$ cat src/rtl/ravenoc_pkg.sv
`default_nettype none
// ============================================================================
// Module      : ravenoc_pkg
// Description : Shared NI constants and the transmit-scheduler state encoding.
// Revision    : 1.0 - initial release
// ============================================================================
package ravenoc_pkg;

    localparam int c_num_virt_chn   = 3;
    localparam int c_flit_data_width = 32;
    localparam int c_pkt_width      = 8;
    localparam int c_vc_id_width    = $clog2(c_num_virt_chn);

    typedef logic [1:0] sched_state_t;

    localparam sched_state_t c_st_idle      = 2'd0;
    localparam sched_state_t c_st_head_wait = 2'd1;
    localparam sched_state_t c_st_body      = 2'd2;

endpackage
`default_nettype wire

$ cat src/rtl/rr_arbiter.sv
`default_nettype none
// ============================================================================
// Module      : rr_arbiter
// Description : Combinational arbiter: round-robin from a pointer, or fixed
//               priority with the highest index winning.
// Revision    : 1.0 - initial release
// ============================================================================
module rr_arbiter #(
    parameter int N_REQ      = 3,
    parameter bit FIXED_PRIO = 1'b0
) (
    input  logic [N_REQ-1:0]         i_req,
    input  logic [$clog2(N_REQ)-1:0] i_ptr,
    output logic [N_REQ-1:0]         o_gnt,
    output logic [$clog2(N_REQ)-1:0] o_gnt_idx,
    output logic                     o_gnt_valid
);

    localparam int c_idx_w = $clog2(N_REQ);

    int                 w_j;
    logic [c_idx_w-1:0] w_jidx;

    always_comb begin
        o_gnt       = '0;
        o_gnt_idx   = '0;
        o_gnt_valid = 1'b0;
        w_j         = 0;
        w_jidx      = '0;
        if (FIXED_PRIO) begin
            for (int i = 0; i < N_REQ; i++) begin
                if (i_req[i]) begin
                    o_gnt_idx   = c_idx_w'(i);
                    o_gnt_valid = 1'b1;
                end
            end
        end else begin
            // First requester at or after the pointer, wrapping modulo N_REQ.
            for (int k = 0; k < N_REQ; k++) begin
                w_j = int'(i_ptr) + k;
                if (w_j >= N_REQ) begin
                    w_j = w_j - N_REQ;
                end
                w_jidx = c_idx_w'(w_j);
                if (!o_gnt_valid && i_req[w_jidx]) begin
                    o_gnt_idx   = w_jidx;
                    o_gnt_valid = 1'b1;
                end
            end
        end
        o_gnt[o_gnt_idx] = o_gnt_valid;
    end

endmodule
`default_nettype wire

$ cat src/rtl/pkt_tx_sched.sv
`default_nettype none
// ============================================================================
// Module      : pkt_tx_sched
// Description : Packet-atomic scheduler sharing the NI transmit path between
//               per-VC buffers; a granted VC keeps the path until its tail.
// Revision    : 1.0 - initial release
// ============================================================================
module pkt_tx_sched
    import ravenoc_pkg::*;
#(
    parameter int NUM_VC          = c_num_virt_chn,
    parameter int FLIT_DATA_WIDTH = c_flit_data_width,
    parameter int PKT_WIDTH       = c_pkt_width,
    parameter bit FIXED_PRIO      = 1'b0
) (
    input  logic                              clk_axi,
    input  logic                              arst_axi,
    input  logic [NUM_VC-1:0]                 vc_valid_i,
    input  logic [NUM_VC*FLIT_DATA_WIDTH-1:0] vc_data_i,
    input  logic [NUM_VC*PKT_WIDTH-1:0]       vc_pkt_sz_i,
    output logic [NUM_VC-1:0]                 vc_ready_o,
    output logic                              out_valid_o,
    output logic [FLIT_DATA_WIDTH-1:0]        out_data_o,
    output logic [$clog2(NUM_VC)-1:0]         out_vc_id_o,
    output logic [PKT_WIDTH-1:0]              out_pkt_sz_o,
    output logic                              out_head_o,
    output logic                              out_tail_o,
    input  logic                              out_ready_i,
    output logic                              busy_o
);

    localparam int c_vc_w = $clog2(NUM_VC);

    sched_state_t         r_state;
    logic [c_vc_w-1:0]    r_grant;
    logic [c_vc_w-1:0]    r_rr_ptr;
    logic [PKT_WIDTH-1:0] r_cnt;

    logic [NUM_VC-1:0]          w_arb_gnt;
    logic [c_vc_w-1:0]          w_arb_idx;
    logic                       w_arb_valid;
    logic [c_vc_w-1:0]          w_sel;
    logic [c_vc_w-1:0]          w_sel_next;
    logic                       w_sel_valid;
    logic [FLIT_DATA_WIDTH-1:0] w_sel_data;
    logic [PKT_WIDTH-1:0]       w_sel_sz;
    logic                       w_head_phase;
    logic                       w_xfer;

    rr_arbiter #(
        .N_REQ      (NUM_VC),
        .FIXED_PRIO (FIXED_PRIO)
    ) u_arb (
        .i_req       (vc_valid_i),
        .i_ptr       (r_rr_ptr),
        .o_gnt       (w_arb_gnt),
        .o_gnt_idx   (w_arb_idx),
        .o_gnt_valid (w_arb_valid)
    );

    // Outside IDLE the path is pinned to the latched grant so a stalled head
    // cannot be swapped for a newly arriving requester.
    always_comb begin
        w_head_phase = (r_state != c_st_body);
        w_sel        = (r_state == c_st_idle) ? w_arb_idx : r_grant;
        w_sel_valid  = (r_state == c_st_idle) ? w_arb_valid : vc_valid_i[w_sel];
        w_sel_data   = vc_data_i[int'(w_sel)*FLIT_DATA_WIDTH +: FLIT_DATA_WIDTH];
        w_sel_sz     = vc_pkt_sz_i[int'(w_sel)*PKT_WIDTH +: PKT_WIDTH];
        w_sel_next   = (w_sel == c_vc_w'(NUM_VC-1)) ? '0 : w_sel + 1'b1;
        w_xfer       = w_sel_valid && out_ready_i;

        out_valid_o  = w_sel_valid;
        out_vc_id_o  = w_sel;
        out_data_o   = w_sel_valid ? w_sel_data : '0;
        out_head_o   = w_head_phase && w_sel_valid;
        out_pkt_sz_o = (w_head_phase && w_sel_valid) ? w_sel_sz : '0;
        out_tail_o   = w_head_phase ? (w_sel_valid && (w_sel_sz == '0))
                                    : (r_cnt == PKT_WIDTH'(1));
        busy_o       = (r_state != c_st_idle);

        vc_ready_o   = '0;
        if (w_xfer) begin
            vc_ready_o[w_sel] = 1'b1;
        end
    end

    always_ff @(posedge clk_axi or posedge arst_axi) begin
        if (arst_axi) begin
            r_state  <= c_st_idle;
            r_grant  <= '0;
            r_cnt    <= '0;
            r_rr_ptr <= '0;
        end else begin
            case (r_state)
                c_st_idle, c_st_head_wait: begin
                    if ((r_state == c_st_head_wait) && !vc_valid_i[r_grant]) begin
                        r_state <= c_st_idle;
                    end else if (w_xfer) begin
                        if (w_sel_sz == '0) begin
                            r_state  <= c_st_idle;
                            r_rr_ptr <= w_sel_next;
                        end else begin
                            r_state <= c_st_body;
                            r_grant <= w_sel;
                            r_cnt   <= w_sel_sz;
                        end
                    end else if (w_sel_valid) begin
                        r_state <= c_st_head_wait;
                        r_grant <= w_sel;
                    end
                end
                c_st_body: begin
                    if (w_xfer) begin
                        r_cnt <= r_cnt - 1'b1;
                        if (r_cnt == PKT_WIDTH'(1)) begin
                            r_state  <= c_st_idle;
                            r_rr_ptr <= w_sel_next;
                        end
                    end
                end
                default: begin
                    r_state <= c_st_idle;
                end
            endcase
        end
    end

    a_ready_onehot0 : assert property (@(posedge clk_axi) disable iff (arst_axi)
        $onehot0(vc_ready_o));

    a_stall_stable : assert property (@(posedge clk_axi) disable iff (arst_axi)
        (out_valid_o && !out_ready_i) |=> (!out_valid_o ||
            ($stable(out_vc_id_o) && $stable(out_data_o) && $stable(out_head_o) &&
             $stable(out_tail_o) && $stable(out_pkt_sz_o))));

endmodule
`default_nettype wire
$ cat config.mk
export PLATFORM = sky130hd
export DESIGN_NAME = pkt_tx_sched
export DESIGN_NICKNAME = d
export VERILOG_FILES = /design/src/rtl/ravenoc_pkg.sv /design/src/rtl/rr_arbiter.sv /design/src/rtl/pkt_tx_sched.sv
export SDC_FILE = /design/constraint.sdc
export NUM_CORES = 1
export LEC_CHECK = 0
export ABC_CLOCK_PERIOD_IN_PS = 9750
export BUFFER_PORTS_ARGS = -buffer_cell sky130_fd_sc_hd__buf_2
export CORE_MARGIN = 4
export CORE_UTILIZATION = 42
export DETAILED_ROUTE_END_ITERATION = 8
export PLACE_DENSITY = 0.95
export SLEW_MARGIN = 20
export SYNTH_ARGS = -nofsm -noshare
export SYNTH_HDL_FRONTEND = slang
export SYNTH_SLANG_ARGS = --single-unit
export TNS_END_PERCENT = 50
$ cat constraint.sdc
create_clock -name clk_axi -period 9.75 [get_ports clk_axi]
set_input_delay 0.975 -clock clk_axi [delete_from_list [all_inputs] [get_ports clk_axi]]
set_output_delay 0.975 -clock clk_axi [all_outputs]
set_load 0.05 [all_outputs]
== Word-level counts from Yosys, hierarchy flattened ==
Cells that the tools add are included.
Widths: inputs -> output; s select.
Storage, ports and cells
  word-level logic and storage cells: 105
  output and inout bits: 49
  bits in registers: 14
  bits of input ports: 126
Cells by class
  $add $sub $neg: 7
  equal/unequal tests: 13
  multiplexer cells: 49
  reduce and logical (&&, ||, !) cells: 20
  $lt $le $gt $ge: 9
  bitwise logic cells: 1
  shift-type cells: 2
Operators with widths (count)
  $shiftx 96x8->32: 1
  $mux 2: 22
  $mux 8: 5
  $mux 32: 1
  $shiftx 24x6->8: 1
  $ne 2x2->1 const B: 8
  $pmux 8 s2: 1
  $lt 2x3->1 const B: 5
  $mux 1: 11
  $bmux 1 s2: 5
  $eq 8x1->1 const B: 1
  $logic_not 8->1: 1
  $pmux 2 s2: 2
  $sub 8x1->8 const B: 1
  $logic_and 1x1->1: 7
  $ge 3x2->1 const B: 2
  $reduce_and 6->1: 1
  $reduce_bool 2->1: 3
  $reduce_and 5->1: 1
  $eq 2x2->1 const B: 2
  $ne 4x4->1 const B: 1
  $reduce_and 4->1: 1
  $sub 2x1->2 const B: 2
  $add 2x1->3 const B: 1
  other kinds (13): 15

== Longest topological paths before layout ==
Gate-level depths: netlist of run 1.
  depth in word-level cells: 19
  depth in mapped cells: 14
  depth with buffers taken out: 12

== Modules after synthesis ==
Synthesis of run 1 repeated with hierarchy kept, for this count alone.
Unflattened totals
  cell total of the unflattened synthesis: 398
  area total of the unflattened synthesis: 2443.6 um^2
Modules (own cells, without submodules)
  pkt_tx_sched: cells each 357, instances 1, area each 2135.8 um^2
  rr_arbiter: cells each 41, instances 1, area each 307.8 um^2

== Worst setup path before layout of run 1 ==
OpenSTA, ideal clock, no wires.
  path type: input port to output port
  start point: input port vc_valid_i[0]
  end point: output port out_tail_o
  buffers on the path: 1
  arrival: 4.157 ns
  required time: 8.775 ns
  cell stages on the path: 9
  path slack: 4.618 ns
  cell sequence: mux2_4 mux2_4 a211o_2 a2111o_1 a31o_2 buf_2 inv_1 nand2_1 o22ai_1
On the way
  cells in the longest elaborated chain, start to end: 15
  elaborated cells on any way between the ends: 24
  those cells by class: shift (1); mux (17); reduce/logical (6)
RTL lines
  start: declaration: RTL line pkt_tx_sched.sv:18  | input logic [NUM_VC-1:0] vc_valid_i,
  $bmux 1 s2: RTL line rr_arbiter.sv:45  | if (!o_gnt_valid && i_req[w_jidx]) begin
  $mux 1 (implied by the code): RTL line rr_arbiter.sv:45
  $mux 1: RTL line rr_arbiter.sv:45
  $logic_not 1->1: RTL line rr_arbiter.sv:45
  $logic_and 1x1->1: RTL line rr_arbiter.sv:45
  $mux 1: RTL line rr_arbiter.sv:45
  $logic_not 1->1: RTL line rr_arbiter.sv:45
  $logic_and 1x1->1: RTL line rr_arbiter.sv:45
  $mux 2: RTL line rr_arbiter.sv:45
  $mux 2: RTL line pkt_tx_sched.sv:65  | w_sel = (r_state == c_st_idle) ? w_arb_idx : r_grant;
  $bmux 1 s2: RTL line pkt_tx_sched.sv:66  | w_sel_valid = (r_state == c_st_idle) ? w_arb_valid : vc_valid_i[w_sel];
  $mux 1 (implied by the code): RTL line pkt_tx_sched.sv:66
  $mux 1 (*): RTL line pkt_tx_sched.sv:66
  net out_valid_o: RTL line pkt_tx_sched.sv:22  | output logic out_valid_o,
  $logic_and 1x1->1 (*): RTL line pkt_tx_sched.sv:77  | out_tail_o = w_head_phase ? (w_sel_valid && (w_sel_sz == '0))
  $mux 1 (*): RTL line pkt_tx_sched.sv:77
  end: declaration: RTL line pkt_tx_sched.sv:27  | output logic out_tail_o,
The timed path passes the listed nets; every way through them passes the cells marked *. The select of a mux whose other input is x is not followed.

== Worst setup path after layout of run 1 ==
  start point: register r_rr_ptr[1]
  end point: output port out_tail_o
On the way
  cells in the longest elaborated chain, start to end: 17
  elaborated cells on any way between the ends: 35
  those cells by class: add/sub (5); order compare (3); shift (1); mux (20); reduce/logical (6)
RTL lines
  start: declaration: RTL line pkt_tx_sched.sv:36  | logic [c_vc_w-1:0] r_rr_ptr;
  start signal: assignment: RTL line pkt_tx_sched.sv:101  | r_rr_ptr <= w_sel_next;
  start signal: assignment: RTL line pkt_tx_sched.sv:117  | r_rr_ptr <= w_sel_next;
  branches (longest 15 deep; another with $add 2x1->3)
  $logic_and 1x1->1 (*): RTL line pkt_tx_sched.sv:77
  $mux 1 (*): RTL line pkt_tx_sched.sv:77
Every way passes the cells marked *. The select of a mux whose other input is x is not followed.

==> results by group, run 1 <==
Status
  – Status: finished clean

CTS
  – CTS tree: done
  – Clk buf depth: 2
  – Root buffer cell: clkbuf_8
  – # resized after CTS: 0
  – Clk_lat worst skew: 0.25 ns
  – CTS clk-pin slew, worst paths: 0.06 ns
  – CTS H-Tree Depth: 1
  – Hold-fix buffers, CTS: 0
  – CTS buffer count: 3
  – Post-CTS Setup Repair Bufs: 0
  – CTS Sinks: 14

Finish
  – Area Growth Syn to Fin: 47.5%
  – Fill count: 387
  – Antenna cells: 0
  – Core Util, Final: 65.9%
  – Share of cells above drive strength 1: 46.8%
  – Final nets: 560

Setup path
  – Crit path capture type: output pin
  – Nature of the critical path startpoint: register
  – Worst setup path startpoint: r_rr_ptr[1]
  – Reg2Reg Depth: 12
  – RR Startpoint: r_rr_ptr[1]
  – R2R Setup Slk: 5.61 ns
  – Critical path class: register to output pin
  – Crit path capture: out_tail_o
  – Capturing point of the worst reg2reg path: r_rr_ptr[0]
  – Crit Path Max Fanout: 34
  – Req. time, crit path: 8.78 ns
  – Crit path DAT: 4.07 ns

Placed design
  – Gpl congestion: 0.983
  – Dpl hpwl: 7200 um
  – I/O Buffers: 174

Detailed routing
  – Initial DRT Pass Iterations: 7
  – Drt wl/cell: 18.8 um
  – DRT iter0 DRCs: 396
  – # DRC: 0
  – Antenna viol nets, final: 0
  – Routed WL: 9010 um
  – Total number of vias: 3022
  – Via-per-instance ratio: 6.31

Yosys
  – Sequential share of the synthesized area: 17.5%
  – Mux cell area share after synthesis: 7.26%
  – Yosys top cell area share: 17.5%
  – Top-count cell post-synth: nor2_1
  – Synth cell types: 58
  – Synth warnings: 0
  – Synth area leader: dfrtp_1
  – Post-Syn Area: 2000 sq um
  – Post-synth EDFFs: 0
  – Top cells by count, synth: nor2_1 (51), a222oi_1 (33), nand2_1 (19)
  – Mapped Cells: 266
  – Synth Area in Simple Gates: 27.1%
  – Syn_nets: 398
  – Compound-Gate Fraction of Synth Area: 37.3%
  – Synth async-reset ratio: 100%
  – Number of synthesized register bits: 14
  – Synth Area in Adders: 3.76%
  – Top post-synthesis cells by area: dfrtp_1 (18%), a222oi_1 (17%), nor2_1 (9.6%)
  – Main combinational cell family by area after synthesis: compound AO/OA/AOI/OAI gates
  – Mean Syn Cell Area: 7.51 sq um
  – XOR/XNOR Fraction of Synth Area: 0%
  – Synth Flop Type: dfrtp_1

Timing
  – Slew margin rel.: 44.5%
  – Setup TNS: 0 ns
  – Fmax: 0.198 GHz
  – Slew Limit Fails: 0
  – Post-Route Skew: 0.00609 ns
  – Worst slew pin tran: 0.830 ns
  – RSZ-0062 raised after global routing: no
  – Final period util: 51.8%
  – Final setup fails: 0
  – Final hold slack: 0.513 ns
  – Final Hold Viols: 0
  – Final min period: 5.05 ns

Min path
  – Hold Path Class: register to register

GRT
  – Largest net degree at the start of global routing: 35
  – Initial antenna violation count: 0
  – Global route total overflow: 0
  – Vias in the first global route: 3009
  – GRT Util Overall: 29.0%
  – First-pass GRT wire length: 14400 um

Die
  – Die Width: 77.0 um
  – Die area: 5930 sq um
  – Top Ports: 175
  – Core Area: 4470 sq um
  – Initial Util: 44.7%
  – Chip Height: 77.0 um
  – Row count: 24

Run
  – MaxCap Viol Count: 0
how the worst min path moves through the flow:
stage	to	from	slack, ns	cells after the start
after global routing	r_cnt[6]	r_cnt[6]	0.53	1
final	r_cnt[6]	r_cnt[6]	0.51	1
after floorplan	r_cnt[6]	r_cnt[6]	0.47	1
after global placement	r_cnt[6]	r_cnt[6]	0.48	1
after CTS	r_cnt[6]	r_cnt[6]	0.51	1
after detailed placement	r_cnt[6]	r_cnt[6]	0.50	1
state kept, by name, indices dropped and copies added (netlist names):
register	count
r_grant	2
r_rr_ptr	2
r_cnt	8
r_state	2
routing by layer:
metal / vias up / track usage, % / share of wire, %
met1: 1367 / 35.7 / 38
met3: 34 / 5.74 / 11
met5: - / 0 / 0
li1: 1374 / - / -
met4: 0 / 9.07 / 3.4
met2: 247 / 50.8 / 48
final cells by class:
type / instances / area (sq um) / area share (%)
Clock buffer: 4 / 55.1 / 1.87
Inverter: 14 / 52.6 / 1.78
Multi-Input combinational cell: 218 / 1530 / 52.0
Sequential cell: 14 / 350 / 11.9
Tap cell: 52 / 65.1 / 2.21
Timing Repair Buffer: 177 / 893 / 30.3
cell usage in the layout (no fill, tap or decap), types with 2 or more instances in the layout:
cell type	count
a211oi_1	5
a211oi_4	3
a21oi_1	6
a221oi_1	3
a222oi_1	33
and3_1	3
buf_2	174
buf_4	3
clkbuf_8	4
dfrtp_1	14
ha_1	6
inv_1	13
mux2_1	2
mux2_2	2
mux2_4	2
mux2i_1	7
nand2_1	19
nand2b_1	2
nand3_1	5
nand3b_1	3
nor2_1	51
nor2_2	2
nor2b_1	3
nor3_1	9
nor4_1	5
o2111ai_1	2
o211ai_1	3
o21a_1	4
o21ai_0	8
o31a_1	2
or3_1	2
or4_1	2
cells by family (layout without fill, tap and decap cells):
logic type	count (synthesis)	in the layout
DFF	14	14
and+or+nand+nor	114	114
AOI/OAI and AO/OA	85	85
buffers and inverters	34	195
muxes	13	13
adders and majority gates	6	6
metrics by stage:
step                      instance area (sq um)  std cells  worst slack, ns
final                                      2950        479             4.70
after global routing                       2950        479             4.48
after CTS                                  2950        479             4.77
after global placement                     2890        475             4.88
after detailed placement                   2890        475             4.80
after floorplan                            2000        266             4.62
critical path: stages, from the launching register on:
cell	delay [ns]
dfrtp_1	0.43
inv_1	0.10
ha_1	0.30
mux2_4	0.34
mux2_4	0.29
o21a_1	0.40
inv_2	0.28
a2111o_1	0.15
a31o_2	0.63
inv_1	0.18
nand2_1	0.33
o22ai_1	0.15
buf_2	0.24
Power of run 1 is not shown: default switching activity piles up to over one toggle a cycle in this logic, so the estimate is an artifact.
==> inputs of run 2 (changes only) <==
Settings changed: ABC_CLOCK_PERIOD_IN_PS 9750 to 4100, CORE_UTILIZATION 42 to 35, PLACE_DENSITY 0.95 to 0.89.
Clock period 9.75 ns to 4.1 ns, I/O delays scaled along.
==> results by group, run 2 (same netlist as run 1, synthesis figures left out) <==
Setup path
  – Crit path DAT: 3.55 ns
  – Max incr delay on CP: 0.50 ns
  – Nature of the critical path startpoint: register
  – Critical path class: register to output pin
  – R2R Setup Slk: 0.36 ns
  – Capturing point of the worst reg2reg path: r_rr_ptr[0]
  – Crit Path Max Fanout: 6
  – CP cell instances: inv_1 -> ha_2 -> mux2_4 -> a211oi_1 -> a211o_2 -> a211oi_4 -> a222oi_1 -> nand3_1 -> or2_4 -> o22ai_2 -> clkbuf_4
  – CP max stage cell: a211oi_1
  – Crit path capture type: output pin
  – RR Startpoint: r_rr_ptr[1]
  – Reg2Reg Depth: 11
  – Req. time, crit path: 3.69 ns

GRT
  – Met1 usage: 30.7%
  – Vias in the first global route: 2949
  – First-pass GRT wire length: 14100 um
  – Met2 usage: 40.4%
  – GRT Util Overall: 23.6%
  – Largest net degree at the start of global routing: 33
  – Initial antenna violation count: 0
  – GR Util met3: 4.54%
  – Global route total overflow: 0
  – Most used routing layer: met2

Finish
  – Final nets: 568
  – Share of cells above drive strength 1: 49.7%
  – Commonest non-fill, non-tap cell in the layout: buf_2
  – Top reg by flops: r_cnt
  – Area Growth Syn to Fin: 54.3%
  – Antenna cells: 0
  – Core Util, Final: 56.0%
  – Max reg flops: 8
  – Fill count: 517
  – Most frequent cells in the layout: buf_2 (173), nor2_1 (51), a222oi_1 (33)

Die
  – Initial Util: 36.3%
  – Die Width: 83.6 um
  – Top Ports: 175
  – Chip Height: 83.6 um
  – Core Area: 5510 sq um
  – Row count: 27
  – Die area: 6980 sq um

CTS
  – CTS tree: done
  – CTS Sinks: 14
  – CTS clk-pin slew, worst paths: 0.06 ns
  – Clk buf depth: 2
  – Root buffer cell: clkbuf_8
  – CTS buffer count: 3
  – Clk_lat worst skew: 0.25 ns
  – CTS H-Tree Depth: 1

Placed design
  – Dpl hpwl: 7230 um
  – I/O Buffers: 174
  – DP Worst Slack: 0.277 ns
  – Gpl congestion: 0.937

Status
  – Status: finished, violations left
  – Failing checks: DRC

Detailed routing
  – Antenna viol nets, final: 0
  – Routed WL: 9040 um
  – Initial DRT Pass Iterations: 9
  – DRT iter0 DRCs: 351
  – # DRC: 2
  – Total number of vias: 3020
  – Drt wl/cell: 17.8 um
  – Via-per-instance ratio: 5.96

Timing
  – Post-Route Skew: 0.00231 ns
  – Final min period: 3.96 ns
  – Fmax: 0.253 GHz
  – Setup ws final: 0.141 ns
  – Worst slew pin tran: 0.656 ns
  – Slew Limit Fails: 0
  – Final setup fails: 0
  – Setup TNS: 0 ns
  – Final Hold Viols: 0
  – Final period util: 96.6%
  – Slew margin rel.: 55.8%

Min path
  – Hold Path Class: primary input to asynchronous set/reset pin

Run
  – MaxCap Viol Count: 0
run 2: timing repair:
item                       4_1_cts  5_1_grt
setup buffers                    0        0
hold buffers                     0        0
resized for setup                0        9
setup endpoints to repair        0       11
run 2: cell type report:
| type | count | area, sq um | area share (%) |
|---|---|---|---|
| well taps | 72 | 90.1 | 2.92 |
| inverters | 14 | 52.6 | 1.70 |
| flip-flops and latches | 14 | 350 | 11.4 |
| repair buffers | 185 | 960 | 31.1 |
| multi-input cells | 218 | 1580 | 51.1 |
| clock buffers | 4 | 55.1 | 1.79 |
run 2: how the worst max path moves through the flow:
stage	startpoint	endpoint	slack [ns]
floorplan	r_rr_ptr[1]	out_pkt_sz_o[0]	-0.17
global placement	r_rr_ptr[1]	out_tail_o	0.43
detailed placement	r_rr_ptr[1]	out_tail_o	0.28
CTS	r_rr_ptr[1]	out_tail_o	0.004
global route	r_rr_ptr[1]	out_tail_o	-0.04
finish	r_rr_ptr[1]	out_tail_o	0.14
run 2: worst max-delay path, delay by kind of cell (launching register included):
kind | cells | cell delay [ns]
and+or+nand+nor | 2 | 0.52
adders and majority gates | 1 | 0.27
muxes | 1 | 0.33
buffers and inverters | 2 | 0.35
AOI/OAI and AO/OA | 5 | 1.43
DFF | 1 | 0.41
run 2: metal layers:
metal	share of wire, %	up-vias
met1	40	1404
li1	-	1394
met4	1.5	0
met3	10	23
met5	0	-
met2	48	199
run 2: metrics by stage:
step | cell area, sq um | std cells | hold WS, ns
2_1_floorplan | 2010 | 266 | 0.299
3_3_place_gp | 2990 | 503 | 0.461
3_5_place_dp | 2990 | 503 | 0.475
4_1_cts | 3040 | 507 | 0.225
5_1_grt | 3080 | 507 | 0.257
6_report | 3080 | 507 | 0.200
Power of run 2 is left out for the same reason.
==> inputs of run 3 (changes only) <==
Settings changed: PLACE_DENSITY 0.89 to 0.75.
==> results by group, run 3 (same netlist as run 1, synthesis figures left out) <==
Setup path
  – CP max stage cell: a211o_2
  – Req. time, crit path: 3.69 ns
  – Crit-path leading delay family: compound AO/OA/AOI/OAI gates
  – Crit path buffers/inverters: 2
  – Crit path DAT: 3.45 ns
  – Critical path class: register to output pin
  – Crit Path Max Fanout: 6
  – Nature of the critical path startpoint: register
  – Crit path capture type: output pin
  – Max incr delay on CP: 0.41 ns
  – Crit-path most repeated cell: mux2_4
  – CP cell instances: inv_1 -> ha_2 -> mux2_4 -> mux2_4 -> a211o_2 -> o2111a_1 -> a221oi_2 -> nand3_1 -> or2_4 -> o22ai_2 -> buf_2

Die
  – Core Area: 5510 sq um
  – Row count: 27
  – Chip Height: 83.6 um
  – Top Ports: 175
  – Die Width: 83.6 um
  – Initial Util: 36.3%
  – Die area: 6980 sq um

Finish
  – Share of cells above drive strength 1: 50.1%
  – Antenna cells: 0
  – Commonest non-fill, non-tap cell in the layout: buf_2
  – Area occupied by multi-input gates: 1590 sq um
  – Fill count: 510
  – Most frequent cells in the layout: buf_2 (174), nor2_1 (51), a222oi_1 (33)
  – Register area: 350 sq um
  – Area Growth Syn to Fin: 53.4%
  – Max reg flops: 8
  – Top reg by flops: r_cnt
  – Final nets: 567

CTS
  – CTS clk-pin slew, worst paths: 0.05 ns
  – CTS buffer count: 3
  – Hold-fix buffers, CTS: 0
  – CTS tree: done
  – Root buffer cell: clkbuf_8
  – Clk_lat worst skew: 0.24 ns
  – CTS H-Tree Depth: 1
  – CTS Sinks: 14
  – Clk buf depth: 2

Timing
  – Post-Route Skew: 0.00192 ns
  – Fmax: 0.259 GHz
  – Final period util: 94.1%
  – Slew Limit Fails: 0
  – Final Hold Viols: 0
  – Worst slew pin tran: 0.753 ns
  – Slew margin rel.: 49.3%
  – Final min period: 3.86 ns
  – RSZ-0062 raised after global routing: no
  – Setup TNS: 0 ns
  – Final setup fails: 0
  – Setup ws final: 0.243 ns

Detailed routing
  – DRT iter0 DRCs: 388
  – Initial DRT Pass Iterations: 8
  – Via-per-instance ratio: 5.79
  – Antenna viol nets, final: 0
  – Drt wl/cell: 17.6 um
  – # DRC: 0
  – Routed WL: 8900 um
  – Total number of vias: 2923

GRT
  – Initial antenna violation count: 0
  – Vias in the first global route: 2778
  – GRT Util Overall: 23.9%
  – Global route total overflow: 0
  – Largest net degree at the start of global routing: 34
  – First-pass GRT wire length: 14000 um

Placed design
  – I/O Buffers: 174
  – DP Worst Slack: 0.268 ns
  – Gpl congestion: 0.985
  – Dpl hpwl: 7160 um

Status
  – Status: finished clean

Run
  – MaxCap Viol Count: 0

Min path
  – Hold Path Class: primary input to asynchronous set/reset pin
[run 3: cell types whose count changed in the layout (fill, tap and decap cells not counted), sizes merged]
cell / delta
clkbuf: -2
[run 3: per-stage QoR]
step | cell area (sq um) | utilization (%) | instances | hold WS (ns)
floorplan | 2010 | - | 266 | 0.299
global placement | 2960 | 53.7 | 499 | 0.476
detailed placement | 2960 | 53.7 | 499 | 0.475
CTS | 3010 | 54.6 | 502 | 0.207
global route | 3070 | 55.7 | 505 | 0.236
finish | 3070 | 55.7 | 505 | 0.198
[run 3: cell type report]
| type | count | share of cell area, % |
|---|---|---|
| tap | 72 | 2.94 |
| inverter | 14 | 1.71 |
| clock buffer | 3 | 1.35 |
| sequential | 14 | 11.4 |
| timing repair buffer | 184 | 30.9 |
| multi-input combinational | 218 | 51.7 |
[run 3: what timing repair did]
action | in CTS | in global routing
buffers inserted | 0 | 3
pin swaps | 0 | 3
gates resized for setup | 2 | 7
setup endpoints to repair | 1 | 9
[run 3: worst paths after layout]
check / start / endpoint / slack [ns] / cells after the start
max in group asynchronous: arst_axi / r_cnt[5] / 3.54 / 2
setup reg to reg: r_rr_ptr[1] / r_rr_ptr[0] / 0.55 / 11
hold / removal: arst_axi / r_grant[1] / 0.20 / 2
hold reg to reg: r_cnt[5] / r_cnt[5] / 0.51 / 1
min in group clk_axi: out_ready_i / r_state[0] / 0.35 / 2
setup / recovery: r_rr_ptr[1] / out_tail_o / 0.24 / 11
[run 3: routing by layer]
layer	routed length [um]	vias to the layer above	global-route usage [%]	part of all wire, %
li1	-	1390	-	-
met5	0	-	0	0
met3	875	20	4.94	9.8
met2	4170	196	38.6	47
met4	174	0	5.12	2.0
met1	3680	1317	32.8	41
[run 3: worst reg2reg max path, stage by stage (launching register included)]
cell and delay (ns):
dfrtp_1 0.40, inv_1 0.09, ha_2 0.26, mux2_4 0.33, mux2_4 0.30, a211o_2 0.41
o2111a_1 0.28, a221oi_2 0.24, nand3_1 0.19, or2_4 0.31, a211oi_4 0.28, mux2_1 0.34
Power of run 3 is left out for the same reason.
